File: src/rtl/pipeline_ctx_ctrl.sv
// pipeline_ctx_ctrl
//   Pipeline control for the RISC-V core: per-stage enable/flush/valid
//   tracking with busywait > branch flush > load-use stall priority, plus an
//   OS context-switch sequencer that drains the pipeline, swaps the active
//   cache context and resumes fetch.
//
//   State   | meaning
//   --------+---------------------------------------------------------------
//   RUN     | normal operation, context requests accepted
//   DRAIN   | fetch held, bubbles injected until every stage is empty
//   SWITCH  | cache bank swap in progress for SWITCH_CYCLES cycles
//   RESUME  | one-cycle ctx_ack, fetch released
//
// Ports:
//   clk, reset                 clock and synchronous active-high reset
//   fetch_valid                IF presents a valid instruction for stage 0
//   id_rs1/id_rs2/id_rs_used   source registers of the stage-0 instruction
//   ex_load/ex_rd              stage-1 load flag and destination register
//   mem_busywait               memory busywait, freezes the pipeline
//   branch_taken               taken branch resolved in stage 1
//   ctx_req/ctx_id             context-switch request and target context
//   stage_en/stage_flush       per-stage register enable / synchronous clear
//   stage_valid                registered valid bit per stage
//   pc_hold                    suppress sequential PC increment
//   load_use_stall             load-use stall active this cycle
//   cache_switch               cache bank swap in progress
//   cache_ctx                  active cache context
//   ctx_ack                    one-cycle completion pulse
//   perf_stall_cnt             stall-cycle counter (0 unless perf build)
//   perf_switch_lat            last switch latency (0 unless perf build)
//
// Build option:
//   CTX_SWITCH_PERF_EN  when defined, the two perf outputs carry saturating
//                       counters; otherwise they are tied to zero.

module pipeline_ctx_ctrl #(
  parameter int NUM_STAGES    = 4,
  parameter int REG_AW        = 5,
  parameter int CTX_W         = 2,
  parameter int SWITCH_CYCLES = 4
) (
  input  logic                  clk,
  input  logic                  reset,
  input  logic                  fetch_valid,
  input  logic [REG_AW-1:0]     id_rs1,
  input  logic [REG_AW-1:0]     id_rs2,
  input  logic [1:0]            id_rs_used,
  input  logic                  ex_load,
  input  logic [REG_AW-1:0]     ex_rd,
  input  logic                  mem_busywait,
  input  logic                  branch_taken,
  input  logic                  ctx_req,
  input  logic [CTX_W-1:0]      ctx_id,
  output logic [NUM_STAGES-1:0] stage_en,
  output logic [NUM_STAGES-1:0] stage_flush,
  output logic [NUM_STAGES-1:0] stage_valid,
  output logic                  pc_hold,
  output logic                  load_use_stall,
  output logic                  cache_switch,
  output logic [CTX_W-1:0]      cache_ctx,
  output logic                  ctx_ack,
  output logic [15:0]           perf_stall_cnt,
  output logic [15:0]           perf_switch_lat
);

  typedef enum logic [1:0] {
    ST_RUN    = 2'd0,
    ST_DRAIN  = 2'd1,
    ST_SWITCH = 2'd2,
    ST_RESUME = 2'd3
  } state_t;

  localparam logic [7:0] SW_LAST = 8'(SWITCH_CYCLES - 1);

  state_t                  state_q;
  logic [7:0]              sw_cnt_q;
  logic [CTX_W-1:0]        pend_ctx_q;
  logic [CTX_W-1:0]        cache_ctx_q;
  logic                    cache_switch_q;
  logic                    ctx_ack_q;
  logic [NUM_STAGES-1:0]   valid_q;

  logic                    rs1_hit;
  logic                    rs2_hit;
  logic                    hazard;
  logic                    br_flush;
  logic                    inject_bubble;
  logic                    draining;
  logic [NUM_STAGES-1:0]   en_d;
  logic [NUM_STAGES-1:0]   flush_d;
  logic                    hold_d;
  logic                    stall_d;

  assign rs1_hit  = id_rs_used[0] && (id_rs1 == ex_rd);
  assign rs2_hit  = id_rs_used[1] && (id_rs2 == ex_rd);
  assign hazard   = valid_q[0] && valid_q[1] && ex_load &&
                    (ex_rd != '0) && (rs1_hit || rs2_hit);
  assign br_flush = branch_taken && valid_q[1];

  assign draining      = (state_q == ST_DRAIN) || (state_q == ST_SWITCH);
  assign inject_bubble = draining;

  always_comb begin
    en_d    = '1;
    flush_d = '0;
    hold_d  = 1'b0;
    stall_d = 1'b0;
    if (reset) begin
      en_d    = '0;
      flush_d = '1;
    end else if (mem_busywait) begin
      en_d   = '0;
      hold_d = 1'b1;
    end else if (br_flush) begin
      flush_d[1:0] = 2'b11;
    end else if (hazard) begin
      stall_d  = 1'b1;
      en_d[0]  = 1'b0;
      flush_d[1] = 1'b1;
      hold_d   = 1'b1;
    end
    // The drain sequence keeps sequential fetch suppressed even across a
    // branch flush; the redirect itself is still taken by the fetch unit.
    if (!reset && draining) hold_d = 1'b1;
  end

  assign stage_en       = en_d;
  assign stage_flush    = flush_d;
  assign pc_hold        = hold_d;
  assign load_use_stall = stall_d;

  always_ff @(posedge clk) begin
    if (reset) begin
      valid_q <= '0;
    end else begin
      if (flush_d[0])   valid_q[0] <= 1'b0;
      else if (en_d[0]) valid_q[0] <= fetch_valid && !inject_bubble;
      for (int i = 1; i < NUM_STAGES; i++) begin
        if (flush_d[i])   valid_q[i] <= 1'b0;
        else if (en_d[i]) valid_q[i] <= valid_q[i-1];
      end
    end
  end

  assign stage_valid = valid_q;

  always_ff @(posedge clk) begin
    if (reset) begin
      state_q        <= ST_RUN;
      sw_cnt_q       <= 8'd0;
      pend_ctx_q     <= '0;
      cache_ctx_q    <= '0;
      cache_switch_q <= 1'b0;
      ctx_ack_q      <= 1'b0;
    end else begin
      ctx_ack_q <= 1'b0;
      case (state_q)
        ST_RUN: begin
          if (!mem_busywait && ctx_req) begin
            if (ctx_id == cache_ctx_q) begin
              ctx_ack_q <= 1'b1;
            end else begin
              pend_ctx_q <= ctx_id;
              state_q    <= ST_DRAIN;
            end
          end
        end
        ST_DRAIN: begin
          if (!mem_busywait && (valid_q == '0)) begin
            state_q        <= ST_SWITCH;
            sw_cnt_q       <= 8'd0;
            cache_switch_q <= 1'b1;
          end
        end
        ST_SWITCH: begin
          // The bank swap runs on its own timer, independent of busywait.
          if (sw_cnt_q == SW_LAST) begin
            cache_ctx_q    <= pend_ctx_q;
            cache_switch_q <= 1'b0;
            ctx_ack_q      <= 1'b1;
            state_q        <= ST_RESUME;
          end else begin
            sw_cnt_q <= sw_cnt_q + 8'd1;
          end
        end
        ST_RESUME: begin
          state_q <= ST_RUN;
        end
        default: state_q <= ST_RUN;
      endcase
    end
  end

  assign cache_switch = cache_switch_q;
  assign cache_ctx    = cache_ctx_q;
  assign ctx_ack      = ctx_ack_q;

`ifdef CTX_SWITCH_PERF_EN
  logic [15:0] stall_cnt_q;
  logic [15:0] lat_run_q;
  logic [15:0] lat_cap_q;

  always_ff @(posedge clk) begin
    if (reset) begin
      stall_cnt_q <= 16'd0;
      lat_run_q   <= 16'd0;
      lat_cap_q   <= 16'd0;
    end else begin
      if ((mem_busywait || stall_d) && (stall_cnt_q != 16'hFFFF))
        stall_cnt_q <= stall_cnt_q + 16'd1;
      // lat_run_q counts cycles since DRAIN entry; in RESUME (the ack cycle)
      // it holds the full distance and is captured.
      if (state_q == ST_RUN)
        lat_run_q <= 16'd0;
      else if (lat_run_q != 16'hFFFF)
        lat_run_q <= lat_run_q + 16'd1;
      if (state_q == ST_RESUME)
        lat_cap_q <= lat_run_q;
    end
  end

  assign perf_stall_cnt  = stall_cnt_q;
  assign perf_switch_lat = lat_cap_q;
`else
  assign perf_stall_cnt  = 16'd0;
  assign perf_switch_lat = 16'd0;
`endif

endmodule

File: config.mk
export PLATFORM = sky130hd
export DESIGN_NAME = pipeline_ctx_ctrl
export DESIGN_NICKNAME = d
export VERILOG_FILES = /design/src/rtl/pipeline_ctx_ctrl.sv
export SDC_FILE = /design/constraint.sdc
export NUM_CORES = 1
export LEC_CHECK = 0
export ABC_CLOCK_PERIOD_IN_PS = 3200
export CAP_MARGIN = 20
export CORE_MARGIN = 2
export CORE_UTILIZATION = 30
export CTS_BUF_LIST = sky130_fd_sc_hd__clkbuf_16
export DETAILED_ROUTE_END_ITERATION = 6
export GPL_ROUTABILITY_DRIVEN = 0
export GPL_TIMING_DRIVEN = 0
export SYNTH_ARGS = -nofsm -noshare
export SYNTH_HDL_FRONTEND = slang
export SYNTH_SLANG_ARGS = --single-unit
File: constraint.sdc
create_clock -name clk -period 3.2 [get_ports clk]
set_input_delay 0.8 -clock clk [delete_from_list [all_inputs] [get_ports clk]]
set_output_delay 0.8 -clock clk [all_outputs]
set_load 0.03 [all_outputs]
==> results.cfg <==
[sta]
rsz0062_at_grt = false
clock.fmax_mhz = 321
setup_viol = 0
relSlewSlack_pct = 62.2
drv_slew = 0
worst_pin_slew_ps = 562
fin_worst_hold_slack_ps = 485
period_share_pct = 97.2
hold_violations = 0
period_needed_ps = 3110
fin_worst_skew_ps = 3.84

[layout]
nNetsFinal = 286
layout-drive-gt1-share_pct = 22.0
most-common-layout-cells = buf_4 (37), clkdlybuf4s50_1 (34), conb_1 (32)
final_common_cell = buf_4
fin_area_um2 = 2190
area_delta_synth_final_pct = 47.2
num_antenna_cells = 0

[setup_path]
crit_required_ps = 2400
critPathLaunch = ex_rd[3]
worstSetupStartpointType = primary input
critPathArrivalTime_ps = 2310
worstSetupEndpointType = output port
crit_type = in2out
r2r_slack_ps = 1280
r2r-start = stage_valid[1]
crit_path_max_fanout = 5

[clock_tree]
clkTransAtPathRegs_ps = 50
hold_buffers = 0
cts_tree = yes
numCtsBuffers = 3
htreeDepth = 1
clockRootBuffer = clkbuf_16
clkLatencyLatePin_ps = 250
clock-sinks = 20
cts_max_path_buffers = 2

[route]
vias_per_cell = 4.04
drt-total-wl_um = 3090
drtIter0Drc = 28
wl_per_cell_um = 9.60
detail_route.first_pass.iterations = 4
vias = 1300
ant_nets = 0
drc = 0

[power_and_ir_drop]
p_per_area_nw_per_um2 = 443
ir_drop_uv = 356
leakage_nw = 1.01

[place]
post_dp_cell_area_um2 = 2100
hpwlAfterDp_um = 2550
port_buffers = 41

[synth]
synth_area_um2 = 1490
yosysWarningCount = 0
async_flop_share_pct = 0
yosys.area.top_type = dfxtp_1
avgSynthCellArea_um2 = 8.36
syn-instance-count = 178
synth_top_area_share_pct = 26.9
yosys-top-cells-area = dfxtp_1 (27%), buf_4 (18%), nor2_1 (6.1%), xnor2_1 (5.9%), mux2i_1 (5.4%)
synth_flop_cell = dfxtp_1
synth-seq-area-share_pct = 26.9
synth-seq-cells = 20
synth_edf_count = 0
synthDistinctLibCells = 39

[min_path]
min_from = sw_cnt_q[1]
worstHoldPathType = reg2reg

[global_route]
grt_max_degree = 12
antenna_found_initial = 0
grt_use_total_pct = 11.7
grt_pass1_vias = 1194
grt-ovfl-total = 0
grt_pass1_wl_um = 5200

[die]
initial_core_util_pct = 31.3
die_h_um = 74.5
dieArea_um2 = 5540
dieWidth_um = 74.5
core_area_um2 = 4750
io_pins = 76
rows = 25

[run_status]
status = complete, no violations

[flow_run]
cap_violations = 0
-- power by group --
group	switching [mW]	internal [mW]
sequential	0.0178	0.273
combinational	0.250	0.180
clock	0.0856	0.166
total	0.354	0.618
-- flip-flops by register name (all words and copies together), names as in the netlist --
signal / flops
state_q: 2
sw_cnt_q: 8
cache_switch: 1
stage_valid: 4
cache_ctx: 2
ctx_ack: 1
pend_ctx_q: 2
-- cell usage after synthesis, drive strengths merged (2+ instances only) --
library cell and count:
nand3b 3, buf 38, nor3 4, o21ai 4, nor2 24, nand2 11
inv 4, mux2i 8, nand3 6, and3 4, ha 4, xor2 7
a21oi 6, a31oi 2, xnor2 10, or3 2, a211oi 2, dfxtp 20
nand4 5, nand4b 2
-- timing repair --
| item | in CTS | in global routing |
|---|---|---|
| resized for setup | 13 | 12 |
| pin swaps | 1 | 4 |
| setup buffers | 0 | 1 |
| setup endpoints to repair | 4 | 4 |
-- per-layer routing --
layer	part of all wire (%)	global-route usage (%)	vias to the layer above
li1	-	-	693
met1	45	14.3	561
met2	48	20.4	40
met3	5.6	2.85	6
met4	1.8	3.57	0
met5	0	0	-
-- per-stage QoR --
step / cells / total power, mW / setup WS, ps / util [%] / setup TNS [ps]
floorplan: 209 / 0.611 / 288 / - / 0
global placement: 317 / 0.723 / -525 / 44.2 / -1870
detailed placement: 317 / 0.723 / -503 / 44.2 / -1820
CTS: 321 / 0.981 / 1.25 / 45.9 / 0
global route: 322 / 1.04 / 19.4 / 46.1 / 0
finish: 322 / 0.972 / 89.4 / 46.1 / 0
-- cell families after synthesis --
family | synth area share (%)
flip-flops | 26.9
AND/OR/NAND/NOR | 23.6
AO/OA/AOI/OAI | 9.58
XOR/XNOR | 10.0
multiplexers | 5.38
other | 0.252
buffers and inverters | 20.9
adder cells (fa/ha/maj) | 3.36
-- critical path, stage by stage --
cell and delay, ps:
clkdlybuf4s50_1 540, xnor2_1 130, nand4_1 160, o22ai_4 260, nand3_1 100, o21ai_1 120
clkbuf_4 200
-- area by class of cell --
class	count	area (um2)
Multi-Input combinational cell	146	907
Fill cell	490	2560
Inverter	4	15.0
Timing Repair Buffer	42	410
Sequential cell	20	400
Clock inverter	1	3.75
Buffer	39	297
Tap cell	67	83.8
Clock buffer	3	75.1
-- worst paths after layout --
path         cells after the start             end
min                              2     sw_cnt_q[1]
max                              7  stage_flush[1]
max reg2reg                      5     sw_cnt_q[7]
min reg2reg                      2     sw_cnt_q[1]
Note: power is estimated with default switching activity, not from simulation.
